[src/rtl/conv1_ofm_writer_if.sv]
// Bundle between the conv1 output stage, the writer and the layer-1 feature-map RAM.
// The master side drives start/sample/ofm; the slave side is the writer, which drives the RAM and status outputs.
interface conv1_ofm_writer_if #(
    parameter int WOUT  = 128,
    parameter int CHOUT = 64,
    parameter int WIDTH = 16,
    parameter int LANES = 8
);
    localparam int BEATS  = CHOUT / LANES;
    localparam int PIX_W  = $clog2(WOUT * WOUT) + 1;
    localparam int ADDR_W = $clog2(WOUT * WOUT * BEATS);

    logic                     start;
    logic                     sample;
    logic [WIDTH-1:0]         ofm [CHOUT];
    logic                     ram_we;
    logic [ADDR_W-1:0]        ram_addr;
    logic [LANES*WIDTH-1:0]   ram_wdata;
    logic                     ram_feedback;
    logic                     overflow;
    logic [PIX_W-1:0]         pix_count;

    modport master (
        output start, sample, ofm,
        input  ram_we, ram_addr, ram_wdata, ram_feedback, overflow, pix_count
    );

    modport slave (
        input  start, sample, ofm,
        output ram_we, ram_addr, ram_wdata, ram_feedback, overflow, pix_count
    );
endinterface

[src/rtl/conv1_ofm_writer.sv]
// Captures conv1 output-pixel vectors into a ping-pong buffer and drains them into the
// layer-1 feature-map RAM as LANES-wide beats, raising ram_feedback once the layer is complete.
module conv1_ofm_writer #(
    parameter int WOUT  = 128,
    parameter int CHOUT = 64,
    parameter int WIDTH = 16,
    parameter int LANES = 8
) (
    input  logic               clk,
    input  logic               rst,
    conv1_ofm_writer_if.slave  bus
);
    localparam int BEATS  = CHOUT / LANES;
    localparam int PIX_W  = $clog2(WOUT * WOUT) + 1;
    localparam int ADDR_W = $clog2(WOUT * WOUT * BEATS);
    localparam int BEAT_W = (BEATS > 1) ? $clog2(BEATS) : 1;
    localparam int CH_W   = (CHOUT > 1) ? $clog2(CHOUT) : 1;
    localparam logic [PIX_W-1:0]  TOTAL     = PIX_W'(WOUT * WOUT);
    localparam logic [BEAT_W-1:0] LAST_BEAT = BEAT_W'(BEATS - 1);

    typedef enum logic [1:0] {IDLE, RUN, DONE} state_t;

    state_t                  state_reg;
    logic [1:0]              valid_reg;
    logic                    wr_ptr_reg;
    logic                    rd_ptr_reg;
    logic [BEAT_W-1:0]       beat_reg;
    logic [ADDR_W-1:0]       addr_cnt_reg;
    logic                    last_out_reg;
    logic                    ram_we_reg;
    logic [ADDR_W-1:0]       ram_addr_reg;
    logic [LANES*WIDTH-1:0]  ram_wdata_reg;
    logic                    ram_feedback_reg;
    logic                    overflow_reg;
    logic [PIX_W-1:0]        pix_count_reg;
    logic [WIDTH-1:0]        buf_reg [2][CHOUT];

    logic                    run;
    logic                    rd_last;
    logic                    wr_free;
    logic                    capture;
    logic                    drop;
    logic                    bypass;
    logic                    issue;
    logic                    issue_last;
    logic [LANES*WIDTH-1:0]  lane_next;

    // An entry finishing its last beat this cycle counts as free, so a back-to-back
    // sample is never dropped. When the drain is idle, beat 0 comes straight from ofm.
    always_comb begin
        run        = (state_reg == RUN);
        rd_last    = valid_reg[rd_ptr_reg] && (beat_reg == LAST_BEAT);
        wr_free    = !valid_reg[wr_ptr_reg] || (rd_last && (rd_ptr_reg == wr_ptr_reg));
        capture    = run && bus.sample && !bus.start && wr_free;
        drop       = run && bus.sample && !bus.start && !wr_free;
        bypass     = capture && !valid_reg[rd_ptr_reg];
        issue      = !bus.start && (valid_reg[rd_ptr_reg] || bypass);
        issue_last = issue && (beat_reg == LAST_BEAT);
    end

    genvar gi;
    generate
        for (gi = 0; gi < LANES; gi++) begin : g_lane
            logic [CH_W-1:0] ch;
            assign ch = CH_W'(beat_reg) * CH_W'(LANES) + CH_W'(gi);
            assign lane_next[gi*WIDTH +: WIDTH] = bypass ? bus.ofm[ch] : buf_reg[rd_ptr_reg][ch];
        end
    endgenerate

    always_ff @(posedge clk) begin
        if (capture) begin
            for (int c = 0; c < CHOUT; c++) begin
                buf_reg[wr_ptr_reg][c] <= bus.ofm[c];
            end
        end
    end

    always_ff @(posedge clk or negedge rst) begin
        if (!rst) begin
            state_reg        <= IDLE;
            valid_reg        <= 2'b00;
            wr_ptr_reg       <= 1'b0;
            rd_ptr_reg       <= 1'b0;
            beat_reg         <= '0;
            addr_cnt_reg     <= '0;
            last_out_reg     <= 1'b0;
            ram_we_reg       <= 1'b0;
            ram_addr_reg     <= '0;
            ram_wdata_reg    <= '0;
            ram_feedback_reg <= 1'b0;
            overflow_reg     <= 1'b0;
            pix_count_reg    <= '0;
        end else if (bus.start) begin
            state_reg        <= RUN;
            valid_reg        <= 2'b00;
            wr_ptr_reg       <= 1'b0;
            rd_ptr_reg       <= 1'b0;
            beat_reg         <= '0;
            addr_cnt_reg     <= '0;
            last_out_reg     <= 1'b0;
            ram_we_reg       <= 1'b0;
            ram_feedback_reg <= 1'b0;
            overflow_reg     <= 1'b0;
            pix_count_reg    <= '0;
        end else begin
            ram_we_reg   <= issue;
            last_out_reg <= issue_last;
            if (issue) begin
                ram_addr_reg  <= addr_cnt_reg;
                ram_wdata_reg <= lane_next;
                addr_cnt_reg  <= addr_cnt_reg + ADDR_W'(1);
                beat_reg      <= issue_last ? '0 : beat_reg + BEAT_W'(1);
            end
            // Release before capture: a capture into the entry just freed must win.
            if (issue_last) begin
                valid_reg[rd_ptr_reg] <= 1'b0;
                rd_ptr_reg            <= ~rd_ptr_reg;
            end
            if (capture) begin
                if (!(bypass && issue_last)) begin
                    valid_reg[wr_ptr_reg] <= 1'b1;
                end
                wr_ptr_reg <= ~wr_ptr_reg;
            end
            if (drop) begin
                overflow_reg <= 1'b1;
            end
            // Pixel count follows the final beat appearing on the RAM port.
            if (last_out_reg && (pix_count_reg < TOTAL)) begin
                pix_count_reg <= pix_count_reg + PIX_W'(1);
                if (pix_count_reg == TOTAL - PIX_W'(1)) begin
                    state_reg        <= DONE;
                    ram_feedback_reg <= 1'b1;
                end
            end
        end
    end

    assign bus.ram_we       = ram_we_reg;
    assign bus.ram_addr     = ram_addr_reg;
    assign bus.ram_wdata    = ram_wdata_reg;
    assign bus.ram_feedback = ram_feedback_reg;
    assign bus.overflow     = overflow_reg;
    assign bus.pix_count    = pix_count_reg;
endmodule

[src/flat_wrapper.sv]
// flat-port wrapper written by rule: the top's interface ports become plain ports
module conv1_ofm_writer_flat 
#(
    parameter int WOUT  = 128,
    parameter int CHOUT = 64,
    parameter int WIDTH = 16,
    parameter int LANES = 8
)
  (clk, rst, bus_start, bus_sample, bus_ofm, bus_ram_we, bus_ram_addr, bus_ram_wdata, bus_ram_feedback, bus_overflow, bus_pix_count);
  conv1_ofm_writer_if #(.WOUT(WOUT), .CHOUT(CHOUT), .WIDTH(WIDTH), .LANES(LANES)) bus_i ();
  input  logic clk;
  input  logic rst;
  input wire logic [$bits(bus_i.start)-1:0] bus_start;
  input wire logic [$bits(bus_i.sample)-1:0] bus_sample;
  input wire logic [$bits(bus_i.ofm)-1:0] bus_ofm;
  output wire logic [$bits(bus_i.ram_we)-1:0] bus_ram_we;
  output wire logic [$bits(bus_i.ram_addr)-1:0] bus_ram_addr;
  output wire logic [$bits(bus_i.ram_wdata)-1:0] bus_ram_wdata;
  output wire logic [$bits(bus_i.ram_feedback)-1:0] bus_ram_feedback;
  output wire logic [$bits(bus_i.overflow)-1:0] bus_overflow;
  output wire logic [$bits(bus_i.pix_count)-1:0] bus_pix_count;
  assign bus_i.start = bus_start;
  assign bus_i.sample = bus_sample;
  assign bus_i.ofm = {>>{bus_ofm}};
  assign bus_ram_we = bus_i.ram_we;
  assign bus_ram_addr = bus_i.ram_addr;
  assign bus_ram_wdata = bus_i.ram_wdata;
  assign bus_ram_feedback = bus_i.ram_feedback;
  assign bus_overflow = bus_i.overflow;
  assign bus_pix_count = bus_i.pix_count;
  conv1_ofm_writer #(.WOUT(WOUT), .CHOUT(CHOUT), .WIDTH(WIDTH), .LANES(LANES)) u_core (.clk(clk), .rst(rst), .bus(bus_i));
endmodule
[config.mk]
export PLATFORM = sky130hd
export DESIGN_NAME = conv1_ofm_writer_flat
export DESIGN_NICKNAME = d
export VERILOG_FILES = /design/src/rtl/conv1_ofm_writer_if.sv /design/src/rtl/conv1_ofm_writer.sv /design/src/flat_wrapper.sv
export SDC_FILE = /design/constraint.sdc
export NUM_CORES = 2
export LEC_CHECK = 0
export BUFFER_PORTS_ARGS = -buffer_cell sky130_fd_sc_hd__buf_2
export CORE_ASPECT_RATIO = 0.9
export CORE_MARGIN = 3
export CORE_UTILIZATION = 35
export DETAILED_ROUTE_END_ITERATION = 12
export PLACE_DENSITY = 0.54
export SLEW_MARGIN = 20
export SYNTH_ARGS = -nofsm -noshare
export SYNTH_HDL_FRONTEND = slang
export SYNTH_SLANG_ARGS = --single-unit
[constraint.sdc]
create_clock -name clk -period 118.7 [get_ports clk]
set_input_delay 23.74 -clock clk [delete_from_list [all_inputs] [get_ports clk]]
set_output_delay 23.74 -clock clk [all_outputs]
set_load 0.02 [all_outputs]
==> results by stage <==
Yosys:
- A synthesized cell averages 20.1 um^2.
- The share of cell area taken by muxes after synthesis is around 22%.
- After Yosys synthesis, full adders, half adders and majority gates account for 0.0528% of the synthesized area.
- The combinational family with the most area after synthesis is multiplexers.
- Of the total synthesized cell area, the portion taken by XOR and XNOR cells is 0.268%.
- Counting every net in the synthesized netlist gives 5,749.
- The number of distinct library cell variants in the gate-level netlist after synthesis is 48.
- The area of the mapped netlist is between 90,000 and 100,000 um^2.
- The top cell type by area accounts for 64.9% of the synthesized area.
- Ranked by instance count, the synthesized netlist is headed by sky130_fd_sc_hd__edfxtp_1, sky130_fd_sc_hd__mux4_2, sky130_fd_sc_hd__a21oi_1.
- Yosys printed 0 warnings.
- The library cell with the largest summed area after synthesis is sky130_fd_sc_hd__edfxtp_1.
- Counting every instance in the synthesized netlist gives 4,717.
- The total of flip-flops plus latches after synthesis is 2,237.
- The number of synthesized flops with an enable pin is slightly above 2,000.
- The most common flop cell mapped by yosys is sky130_fd_sc_hd__edfxtp_1.
- Counting flops with an async set or reset pin after synthesis yields a share of under 10%.
- In the post-synthesis netlist, the biggest area contributors are sky130_fd_sc_hd__edfxtp_1, sky130_fd_sc_hd__mux4_2, sky130_fd_sc_hd__dfrtp_1.
- Sequential elements use 69.9% of the synthesized area.
- The complex-gate fraction of the synthesized area is 4.67%.
- The simple-gate share of the synthesized area is 1.62%.
- Yosys instantiated no cell more often than sky130_fd_sc_hd__edfxtp_1.

Layout:
- The register with the most flip-flops in the layout has 2,048 of them.
- The share of the core filled with cells in the final layout is 41.9%.
- The area growth from synthesis to layout is 18.6%.
- In the final design database the tool counted between 6,000 and 7,000 nets.
- The share of final-layout standard cells stronger than drive strength 1 is 44.1%.

Clock tree:
- In this run the deepest clock path goes through 4 buffers.
- In this run, post-CTS repair resized a total of 0 instances.
- The CTS clock-pin slew for the worst setup and hold paths is 0.06 ns.
- The later pin in the worst-skew pair is clocked with a latency of 0.88 ns.
- In this run, post-CTS hold repair placed 0 buffers.
- In this run the number of H-tree levels came out at 4.
- TritonCTS built the clock tree.
- The buffer cell driving the clock tree root is sky130_fd_sc_hd__clkbuf_16.
- The clock sink count is 2,237.
- The CTS buffer count is approximately 240.
- The post-CTS setup-driven buffer insertion count is 0.

STA:
- The final-report hold violation count is 0.
- Setup repair after global routing left no endpoint under its margin.
- Setup violations remaining at the end of the flow were counted as 0.
- For the final routed database, the setup TNS stands at 0 ns.
- The slew at the pin closest to its max-slew limit is 1.34 ns.
- The share of the cycle needed by the critical path after routing is 25.1%.
- The number of max-slew violations in the final report is 0.
- The clock skew is 0.0783 ns.
- Headroom to the max-slew limit came out at 10.8%.
- The minimum clock period after layout is 29.80 ns.
- Final hold analysis gives a worst-case slack of 0.482 ns.
- The highest achievable clock rate is 33.6 MHz.

Drt:
- The final layout contains routed wiring with a total length of 286 mm.
- The routed length per placed instance is 29.5 um.
- After the first detailed-routing iteration, the DRC count stood at 5,163.
- The detailed-router iteration count before antenna repair is 5.
- Using the TritonRoute via totals, the vias-per-cell ratio works out to approximately 5.5.
- In this run the remaining antenna-violating nets after routing total 0.
- After detailed routing, the number of remaining DRC violations is 0.
- The detailed router placed 53,500 vias in this run.

Setup path:
- The critical path goes through buf_2 -> buf_4 -> nand4bb_1 -> a221o_4 -> nor2_4 -> buf_12 -> buf_4 -> buf_12 -> buf_4 -> buf_4 -> buf_4.
- The endpoint kind of the worst setup timing path is a flop.
- STA classifies the critical path startpoint as an input pin.
- The buffers plus inverters on the worst setup path is 8.
- The cell with the largest stage delay on the worst path is sky130_fd_sc_hd__buf_4.
- In this design, the critical path's most frequently occurring cell is sky130_fd_sc_hd__buf_4.
- The data required time at the worst endpoint is 119.16 ns.
- Along the worst path, the maximum fanout reaches ~160.
- The depth of the most critical reg-to-reg path is 11.
- The slack of the worst reg-to-reg path is 110.74 ns.
- The maximum cell stage delay along the critical path is 0.88 ns.
- The worst reg2reg path endpoint is u_core.buf_reg[0][300].
- The cell family contributing the most delay on the critical path is buffers and inverters.
- The type of the worst setup path is in -> reg.
- The signal arrival time at the worst endpoint is 30.27 ns.
- The startpoint identified for the worst register-to-register timing path is u_core.beat_reg[0].

Worst hold path:
- The startpoint of the lowest-slack hold path is u_core.bus.ram_wdata[74].
- Along the worst hold path, the cell count comes to 2.
- The worst min-delay path class is reg -> reg.
- The endpoint with the worst hold slack is u_core.bus.ram_wdata[74].

Power and ir drop:
- Summed over all cells, the static leakage comes to roughly 37 nW.
- Dividing total power by cell area gives a power density of 17.1 nW/um^2.
- The worst vdd rail ir drop is between 0.00001 and 0.000015 V.

Place:
- The half-perimeter wire length of the detailed placement result is about 190 mm.
- The quantity of I/O buffers inserted on ports is around 1,200.
- Routability-driven placement finished with a final weighted congestion of between 0.8 and 0.9.

Floorplanning:
- The starting density of the core is 35.3%.
- The die span in y is 499 um.
- During I/O placement, the number of pins put on the boundary was around 1,200.
- After floorplanning, the core was divided into 180 placement rows.
- The floorplan die area is 277,000 um^2.
- In this run the standard cell core region covers 268,000 um^2.
- The horizontal die dimension is 554 um.

Global routing:
- The number of antenna violations at the first check in global routing is between 200 and 300.
- The wire length of the first global-routing pass is 410 mm.
- The global-route usage over all layers is 20.2%.
- The via count of the first global-routing pass is 55,000.
- The overflow left after global routing is 0.
- The maximum number of pins on one net before global-route repair is 159.

Outcome:
- The flow ran to the end, and the final reports show no timing, DRC or antenna violations.

Flow run:
- The number of max-capacitance violations reported is 0.
==> logic make-up after synthesis <==
| logic type | count (synthesis) |
|---|---|
| compound gates | 669 |
| xor+xnor | 29 |
| fa+ha+maj | 4 |
| mux | 1046 |
| flops | 2237 |
| simple gates | 343 |
| buf+inv | 389 |
==> layout make-up <==
type	instances	area, um^2
multi-input combinational	2091	26800
timing repair buffer	1272	6810
fill	23800	156000
inverter	7	33.8
clock buffer	318	6450
tap	3549	4440
sequential	2237	66200
antenna	102	255
clock inverter	113	1280
==> worst min-delay path: stages (launching register included) <==
cell and delay, ns:
sky130_fd_sc_hd__dfrtp_1 0.34, sky130_fd_sc_hd__nand2_1 0.05, sky130_fd_sc_hd__o21ai_1 0.06
==> stage by stage <==
stage | std cells | setup WS, ns | power (mW) | area [um^2]
CTS | 9586 | 88.99 | 1.95 | 112000
finish | 9689 | 88.90 | 1.93 | 112000
floorplan | 4717 | 49.05 | 1.16 | 94700
global placement | 9155 | 88.23 | 1.20 | 104000
global route | 9628 | 88.51 | 2.00 | 112000
detailed placement | 9155 | 88.02 | 1.20 | 104000
==> power breakdown <==
part / internal (mW) / leakage (nW) / total (mW) / switching, mW
Clock: 0.436 / 3.77 / 0.742 / 0.307
Sequential: 0.912 / 21.2 / 0.931 / 0.0187
Combinational: 0.109 / 12.4 / 0.253 / 0.143
Total: 1.46 / 37.4 / 1.93 / 0.468
==> worst max-delay path by stage <==
stage,start,endpoint,slack [ns],cells after the start
6_report,bus_start,u_core.buf_reg[0][300],88.90,11
5_1_grt,bus_start,u_core.buf_reg[0][428],88.51,11
4_1_cts,bus_start,u_core.buf_reg[0][300],88.99,11
3_5_place_dp,bus_start,u_core.buf_reg[0][146],88.02,11
3_3_place_gp,bus_start,u_core.buf_reg[0][405],88.23,11
2_1_floorplan,bus_start,u_core.buf_reg[0][0],49.05,7
==> cell usage in the layout, fill, tap and decap left out, types with 36 or more instances in the layout <==
| cell | netlist | final |
|---|---|---|
| sky130_fd_sc_hd__nand2_1 | 140 | 140 |
| sky130_fd_sc_hd__mux2_2 | 255 | 254 |
| sky130_fd_sc_hd__diode_2 | 0 | 102 |
| sky130_fd_sc_hd__nor3_1 | 131 | 131 |
| sky130_fd_sc_hd__o31ai_1 | 128 | 128 |
| sky130_fd_sc_hd__edfxtp_1 | 2048 | 2048 |
| sky130_fd_sc_hd__clkinv_1 | 0 | 36 |
| sky130_fd_sc_hd__buf_2 | 101 | 1189 |
| sky130_fd_sc_hd__o32a_1 | 127 | 127 |
| sky130_fd_sc_hd__o21ai_1 | 121 | 121 |
| sky130_fd_sc_hd__clkbuf_16 | 0 | 238 |
| sky130_fd_sc_hd__a21oi_1 | 259 | 259 |
| sky130_fd_sc_hd__buf_4 | 23 | 63 |
| sky130_fd_sc_hd__mux4_2 | 769 | 769 |
| sky130_fd_sc_hd__nor2_1 | 42 | 41 |
| sky130_fd_sc_hd__dfrtp_1 | 189 | 186 |
| sky130_fd_sc_hd__clkbuf_1 | 203 | 61 |
==> metal layers <==
metal / track usage (%) / up-vias / part of all wire (%)
met3: 7.03 / 711 / 9.7
li1: - / 22400 / -
met5: 0 / - / 0.44
met4: 6.32 / 192 / 3.3
met2: 32.5 / 2152 / 48
met1: 25.5 / 28000 / 39
Power figures use the tool's default switching activity.
